### src/rtl/ddr3_avl_arbiter.sv
// Two-port arbiter in front of one Avalon DDR3 port, with an in-order read tag FIFO for return routing.
// Optional build macro ARB_FIXED_PRIO_EN: port 0 always wins in IDLE instead of round robin.
module ddr3_avl_arbiter #(
  parameter int TAG_PTR_DEPTH = 3,
  parameter int ADDR_W        = 26,
  parameter int DATA_W        = 128
) (
  input  logic              sodimm1_ddr3_avl_clk,
  input  logic              sodimm1_ddr3_avl_reset,
  input  logic              p0_read_req,
  input  logic              p0_write_req,
  input  logic [ADDR_W-1:0] p0_addr,
  input  logic [2:0]        p0_size,
  input  logic [DATA_W-1:0] p0_wdata,
  output logic              p0_ready,
  output logic              p0_rdata_valid,
  output logic [DATA_W-1:0] p0_rdata,
  input  logic              p1_read_req,
  input  logic              p1_write_req,
  input  logic [ADDR_W-1:0] p1_addr,
  input  logic [2:0]        p1_size,
  input  logic [DATA_W-1:0] p1_wdata,
  output logic              p1_ready,
  output logic              p1_rdata_valid,
  output logic [DATA_W-1:0] p1_rdata,
  input  logic              avl_ready,
  output logic              avl_burstbegin,
  output logic [ADDR_W-1:0] avl_addr,
  output logic [2:0]        avl_size,
  output logic [DATA_W-1:0] avl_wdata,
  output logic              avl_read_req,
  output logic              avl_write_req,
  input  logic              avl_rdata_valid,
  input  logic [DATA_W-1:0] avl_rdata,
  output logic              rd_err
);

  localparam int TAG_DEPTH = 1 << TAG_PTR_DEPTH;
  localparam int PTR_W     = TAG_PTR_DEPTH + 1;

  typedef enum logic [0:0] {ST_IDLE = 1'b0, ST_WR_BURST = 1'b1} state_e;

  function automatic logic [2:0] eff_size(input logic [2:0] size);
    eff_size = (size == 3'd0) ? 3'd1 : size;
  endfunction

  logic clk, rst;
  assign clk = sodimm1_ddr3_avl_clk;
  assign rst = sodimm1_ddr3_avl_reset;

  state_e              state_q, state_d;
  logic                lock_port_q, lock_port_d;
  logic [2:0]          beats_left_q, beats_left_d;
  logic [ADDR_W-1:0]   burst_addr_q, burst_addr_d;
  logic [2:0]          burst_size_q, burst_size_d;
  logic [PTR_W-1:0]    wr_ptr_q, wr_ptr_d, rd_ptr_q, rd_ptr_d;
  logic [2:0]          rd_beats_q, rd_beats_d;
  logic                rd_err_q, rd_err_d;
  logic [3:0]          tag_mem_q [TAG_DEPTH];
`ifndef ARB_FIXED_PRIO_EN
  logic                rr_last_q, rr_last_d;
`endif

  logic                tag_full_s, tag_empty_s, elig0_s, elig1_s;
  logic                grant_valid_s, grant_port_s;
  logic                sel_read_s, sel_write_s;
  logic [ADDR_W-1:0]   sel_addr_s;
  logic [2:0]          sel_size_s;
  logic [DATA_W-1:0]   sel_wdata_s;
  logic [3:0]          head_s;
  logic [2:0]          head_rem_s;
  logic                beat_ok_s, pop_s, push_s, acc_s;

  // Grant selection, request mux and read-tag head status (state and inputs only)
  always_comb begin
    tag_empty_s = (wr_ptr_q == rd_ptr_q);
    tag_full_s  = (wr_ptr_q[TAG_PTR_DEPTH] != rd_ptr_q[TAG_PTR_DEPTH]) &&
                  (wr_ptr_q[TAG_PTR_DEPTH-1:0] == rd_ptr_q[TAG_PTR_DEPTH-1:0]);
    // A read is only eligible while a tag slot is free; both-high counts as read
    elig0_s = (p0_read_req & ~tag_full_s) | (p0_write_req & ~p0_read_req);
    elig1_s = (p1_read_req & ~tag_full_s) | (p1_write_req & ~p1_read_req);
    grant_valid_s = 1'b0;
    grant_port_s  = 1'b0;
    if (state_q == ST_WR_BURST) begin
      grant_valid_s = 1'b1;
      grant_port_s  = lock_port_q;
    end else begin
`ifdef ARB_FIXED_PRIO_EN
      if (elig0_s) begin
        grant_valid_s = 1'b1;
        grant_port_s  = 1'b0;
      end else if (elig1_s) begin
        grant_valid_s = 1'b1;
        grant_port_s  = 1'b1;
      end else begin
        grant_valid_s = 1'b0;
        grant_port_s  = 1'b0;
      end
`else
      if (elig0_s && elig1_s) begin
        grant_valid_s = 1'b1;
        grant_port_s  = ~rr_last_q;
      end else if (elig0_s) begin
        grant_valid_s = 1'b1;
        grant_port_s  = 1'b0;
      end else if (elig1_s) begin
        grant_valid_s = 1'b1;
        grant_port_s  = 1'b1;
      end else begin
        grant_valid_s = 1'b0;
        grant_port_s  = 1'b0;
      end
`endif
    end
    sel_read_s  = grant_port_s ? p1_read_req  : p0_read_req;
    sel_write_s = grant_port_s ? p1_write_req : p0_write_req;
    sel_addr_s  = grant_port_s ? p1_addr      : p0_addr;
    sel_size_s  = grant_port_s ? p1_size      : p0_size;
    sel_wdata_s = grant_port_s ? p1_wdata     : p0_wdata;
    head_s      = tag_mem_q[rd_ptr_q[TAG_PTR_DEPTH-1:0]];
    head_rem_s  = (rd_beats_q == 3'd0) ? head_s[2:0] : rd_beats_q;
    beat_ok_s   = avl_rdata_valid & ~tag_empty_s;
    pop_s       = beat_ok_s & (head_rem_s == 3'd1);
  end

  // Output process: Avalon command mux, per-port ready and read-return steering
  always_comb begin
    avl_read_req   = 1'b0;
    avl_write_req  = 1'b0;
    avl_burstbegin = 1'b0;
    avl_addr       = sel_addr_s;
    avl_size       = sel_size_s;
    avl_wdata      = sel_wdata_s;
    p0_ready       = 1'b0;
    p1_ready       = 1'b0;
    p0_rdata_valid = 1'b0;
    p1_rdata_valid = 1'b0;
    if (rst) begin
      avl_read_req = 1'b0;
    end else if (state_q == ST_WR_BURST) begin
      avl_write_req  = sel_write_s;
      avl_addr       = burst_addr_q;
      avl_size       = burst_size_q;
      p0_ready       = avl_ready & ~lock_port_q;
      p1_ready       = avl_ready & lock_port_q;
      p0_rdata_valid = beat_ok_s & ~head_s[3];
      p1_rdata_valid = beat_ok_s & head_s[3];
    end else begin
      avl_read_req   = grant_valid_s & sel_read_s;
      avl_write_req  = grant_valid_s & sel_write_s & ~sel_read_s;
      avl_burstbegin = grant_valid_s;
      p0_ready       = avl_ready & grant_valid_s & ~grant_port_s;
      p1_ready       = avl_ready & grant_valid_s & grant_port_s;
      p0_rdata_valid = beat_ok_s & ~head_s[3];
      p1_rdata_valid = beat_ok_s & head_s[3];
    end
  end

  assign p0_rdata = avl_rdata;
  assign p1_rdata = avl_rdata;
  assign rd_err   = rd_err_q;
  assign acc_s    = avl_ready & (avl_read_req | avl_write_req);
  assign push_s   = (state_q == ST_IDLE) & acc_s & avl_read_req;

  // Next-state process: burst entry on a multi-beat first write, exit on the last beat
  always_comb begin
    state_d      = state_q;
    lock_port_d  = lock_port_q;
    beats_left_d = beats_left_q;
    burst_addr_d = burst_addr_q;
    burst_size_d = burst_size_q;
    case (state_q)
      ST_IDLE: begin
        if (acc_s && avl_write_req && (eff_size(sel_size_s) != 3'd1)) begin
          state_d      = ST_WR_BURST;
          lock_port_d  = grant_port_s;
          beats_left_d = eff_size(sel_size_s) - 3'd1;
          burst_addr_d = sel_addr_s;
          burst_size_d = sel_size_s;
        end else begin
          state_d = ST_IDLE;
        end
      end
      ST_WR_BURST: begin
        if (acc_s) begin
          beats_left_d = beats_left_q - 3'd1;
          state_d      = (beats_left_q == 3'd1) ? ST_IDLE : ST_WR_BURST;
        end else begin
          state_d = ST_WR_BURST;
        end
      end
      default: state_d = ST_IDLE;
    endcase
  end

  // Tag FIFO pointers, per-entry beat countdown and sticky orphan-beat flag
  always_comb begin
    wr_ptr_d = wr_ptr_q + {{(PTR_W-1){1'b0}}, push_s};
    rd_ptr_d = rd_ptr_q + {{(PTR_W-1){1'b0}}, pop_s};
    rd_err_d = rd_err_q | (avl_rdata_valid & tag_empty_s);
    if (beat_ok_s) begin
      rd_beats_d = pop_s ? 3'd0 : (head_rem_s - 3'd1);
    end else begin
      rd_beats_d = rd_beats_q;
    end
  end

  // State register
  always_ff @(posedge clk) begin
    if (rst) state_q <= ST_IDLE;
    else     state_q <= state_d;
  end

  // Burst and read-tracking registers
  always_ff @(posedge clk) begin
    if (rst) begin
      lock_port_q  <= 1'b0;
      beats_left_q <= 3'd0;
      burst_addr_q <= {ADDR_W{1'b0}};
      burst_size_q <= 3'd0;
      wr_ptr_q     <= {PTR_W{1'b0}};
      rd_ptr_q     <= {PTR_W{1'b0}};
      rd_beats_q   <= 3'd0;
      rd_err_q     <= 1'b0;
    end else begin
      lock_port_q  <= lock_port_d;
      beats_left_q <= beats_left_d;
      burst_addr_q <= burst_addr_d;
      burst_size_q <= burst_size_d;
      wr_ptr_q     <= wr_ptr_d;
      rd_ptr_q     <= rd_ptr_d;
      rd_beats_q   <= rd_beats_d;
      rd_err_q     <= rd_err_d;
    end
  end

  // Tag storage holds {port, effective size}; validity is tracked by the pointers
  always_ff @(posedge clk) begin
    if (push_s) tag_mem_q[wr_ptr_q[TAG_PTR_DEPTH-1:0]] <= {grant_port_s, eff_size(sel_size_s)};
  end

`ifndef ARB_FIXED_PRIO_EN
  // Round-robin history: the last port whose command was accepted in IDLE
  always_comb begin
    if ((state_q == ST_IDLE) && acc_s) rr_last_d = grant_port_s;
    else                               rr_last_d = rr_last_q;
  end

  // Round-robin history register; resets to 1 so port 0 wins first
  always_ff @(posedge clk) begin
    if (rst) rr_last_q <= 1'b1;
    else     rr_last_q <= rr_last_d;
  end
`endif

endmodule

### config.mk
export PLATFORM = sky130hd
export DESIGN_NAME = ddr3_avl_arbiter
export DESIGN_NICKNAME = d
export VERILOG_FILES = /design/src/rtl/ddr3_avl_arbiter.sv
export SDC_FILE = /design/constraint.sdc
export NUM_CORES = 1
export LEC_CHECK = 0
export ABC_AREA = 1
export BUFFER_PORTS_ARGS = -buffer_cell sky130_fd_sc_hd__buf_2
export CAP_MARGIN = 20
export CORE_AREA = 2 2 343 345
export DETAILED_ROUTE_END_ITERATION = 8
export DIE_AREA = 0 0 345 347
export PLACE_DENSITY_LB_ADDON = 0.05
export SLEW_MARGIN = 20
export SYNTH_ARGS = -nofsm -noshare
export SYNTH_HDL_FRONTEND = slang
export SYNTH_SLANG_ARGS = --single-unit
### constraint.sdc
create_clock -name sodimm1_ddr3_avl_clk -period 3.6 [get_ports sodimm1_ddr3_avl_clk]
set_input_delay 0.72 -clock sodimm1_ddr3_avl_clk [delete_from_list [all_inputs] [get_ports sodimm1_ddr3_avl_clk]]
set_output_delay 0.72 -clock sodimm1_ddr3_avl_clk [all_outputs]
set_load 0.005 [all_outputs]
==> qor.txt <==
top routing layer used -> met5
total global-route track usage -> 0.106
Post-Place Cells -> 3,016
Final Instance Count excl. Fillers -> 3,046
CP delay by family, top -> simple AND/OR/NAND/NOR gates
final wirelength -> 65.9 mm
core area -> 116,000 um2
worst-path fanout max -> 16
die area -> 120,000 um2
Final Setup Violations -> 0
Syn. warnings -> 0
Antenna Violating Nets Remaining -> 0
Worst EP arrival -> 2650 ps
setup TNS -> 0 ps
#FFs+latches synth -> 79
Synth Cell Area -> 7710 um2
syn_area_per_cell -> 6.39 um2
share of layout cells above drive strength 1 -> 0.432
HPWL Detailed -> 58.2 mm
Die X -> 345 um
Num CTS Buffers -> 9
initial antenna violation count -> 33
register clock-pin slew on the reported worst setup and hold paths -> 80 ps
num rows -> 125
Achievable Freq -> 0.296 GHz
Max clock buf depth -> 2
Post-synth ARST share -> 0
Crit Path Class -> flip-flop to primary output
routed length per instance -> 21.6 um
via count -> 8,532
chip height -> 347 um
Tightest Hold Check Type -> flip-flop to flip-flop
Post-synth EDFFs -> 32
Seq/Total Area, Yosys -> 0.247
Largest stage delay, worst path -> 360 ps
top cell type's share of synthesized area -> 0.251
crit start category -> flip-flop
Max Slew Vio Count -> 0
status -> finished, final reports clean
Top FF cell, synth -> dfxtp_1
GP Congestion -> 0.756
worst hold margin -> 444 ps
Mapped Nets -> 1,666
top-count cell post-synth -> nand2_1
crit end category -> primary output
post-synth top area cell -> buf_4
first-pass GRT wire length -> 84.5 mm
Max rail drop VDD -> 0.198 mV
Cell Chain, Critical Path -> buf_6 -> nand2_1 -> nand2_1 -> nor2_4 -> nand4_1 -> nand2_1 -> nor2_2 -> nand2_4 -> nand2_8 -> buf_12 -> buf_4 -> mux2i_2 -> o21ai_0 -> buf_2
Port-buffer cells -> 486
worst skew pair latency -> 360 ps
# H-tree levels -> 3
largest net degree at the start of global routing -> 60
routed wl met2 -> 26.5 mm
Iteration-0 DRC Markers -> 313
IO Count -> 871
Slew @ Worst Pin -> 559 ps
Tcrit/Tclk final -> 0.937
post-synthesis cell type count -> 38
Bufs and invs on worst path -> 4
synthesis-to-finish area growth -> 46.6%
CP most frequent cell -> nand2_1
metal1 wirelength -> 28.9 mm
leading post-synthesis cells by cell area -> buf_4 (25%), nand2_1 (24%), edfxtp_1 (12%)
Hold-fix buffers, CTS -> 0
met3 wire length -> 8.52 mm
vias in the first global route -> 9,007
Slew HR -> 0.618
clk_skew -> 12.2 ps
Starting Density -> 0.0666
Mapped Cells -> 1,206
drt first pass iters -> 4
Req. time, crit path -> 2880 ps
P_leak -> 5.40 nW
DR DRC count -> 0
Commonest cells post-synth -> nand2_1 (493), buf_4 (258), nor2_1 (66)
grt total ovfl -> 0
clk sinks -> 79
Final #Nets -> 1,967
DR vias/cell -> 2.80
clk root buf -> clkbuf_16
TritonCTS clock tree -> built
Final Hold Viols -> 0
pwr dens -> 326 nW/um2
Critical-path top delay cell -> dfxtp_1
max-capacitance violation count -> 0
Min Clock Period, post-route -> 3370 ps
## path summary, 6_finish.rpt
| kind | from | to | slack [ps] | cells past startpoint |
|---|---|---|---|---|
| max | rd_ptr_q[1]$_SDFF_PP0_ | avl_addr[11] | 230 | 14 |
| min | burst_size_q[2]$_SDFFE_PP0P_ | burst_size_q[2]$_SDFFE_PP0P_ | 440 | 2 |
| max reg2reg | rd_ptr_q[1]$_SDFF_PP0_ | tag_mem_q[2][1]$_DFFE_PP_ | 530 | 19 |
| min reg2reg | burst_size_q[2]$_SDFFE_PP0P_ | burst_size_q[2]$_SDFFE_PP0P_ | 440 | 2 |
## registers in the layout, summed over array words and instances, names as in the netlist
| signal | count |
|---|---|
| beats_left_q | 3 |
| burst_addr_q | 26 |
| burst_size_q | 3 |
| rd_ptr_q | 4 |
| rr_last_q | 1 |
| lock_port_q | 1 |
| tag_mem_q | 32 |
| state_q | 1 |
| wr_ptr_q | 4 |
| rd_beats_q | 3 |
| rd_err | 1 |
## through the flow
step / instance area [um2] / setup WS [ps] / total power (W) / utilization
6_report: 11300 / 227 / 0.00369 / 0.0977
3_3_place_gp: 10900 / 210 / 0.00278 / 0.0939
5_1_grt: 11300 / -6.71 / 0.00400 / 0.0975
3_5_place_dp: 10900 / 200 / 0.00275 / 0.0939
2_1_floorplan: 7710 / 620 / 0.00184 / -
4_1_cts: 11200 / 6.74 / 0.00382 / 0.0967
## layout make-up
cell class | count | area, um2
Multi-Input combinational cell | 748 | 3460
Tap cell | 1524 | 1910
Sequential cell | 79 | 1900
Clock inverter | 6 | 76.3
Antenna cell | 10 | 25.0
Fill cell | 13800 | 104000
Timing Repair Buffer | 603 | 3460
Inverter | 66 | 255
Clock buffer | 10 | 229
## per-layer routing
metal  vias up  global-route usage
li1       4089                   -
met4        20              0.0287
met2       563               0.150
met5         -              0.0120
met3       101              0.0535
met1      3759               0.137
## what timing repair did
action,in CTS,in global routing
hold endpoints to repair,0,0
endpoints found under the setup margin,13,53
resized for setup,5,14
pin swaps,0,1
buffers inserted,0,4
## logic make-up after synthesis
logic type                 count (synthesis)  share of synthesized area
AOI/OAI and AO/OA                        104                     0.0720
xor gates and xnor gates                   6                    0.00682
adders and majority gates                 10                     0.0162
buffers and inverters                    379                      0.318
DFF                                       79                      0.247
muxes                                     26                     0.0337
and+or+nand+nor                          602                      0.307
## tightest hold or removal path: cells and delay by family (launching register included)
| family | cells | cell delay (ps) |
|---|---|---|
| compound gates | 1 | 50 |
| flops | 1 | 310 |
| buf+inv | 1 | 50 |
## cells in the final DEF, fill, tap and decap left out, drive strengths merged, types with 2 or more instances in the layout
master	count
o221ai	4
edfxtp	32
o22ai	4
nand3b	3
nand2	498
dfxtp	47
buf	603
a21oi	11
nand4	3
mux2i	26
nand3	20
o21ai	81
or2	3
xor2	3
clkbuf	10
xnor2	3
nor3	4
nor2	69
inv	69
ha	10
diode	10
clkinvlp	2
## power breakdown
group	leakage [nW]	total (W)	internal (W)	switching, W
Combinational	4.59	0.00169	0.000703	0.000990
Clock	0.143	0.00101	0.000551	0.000458
Sequential	0.670	0.000989	0.000969	0.0000196
Power figures use the tool's default switching activity.
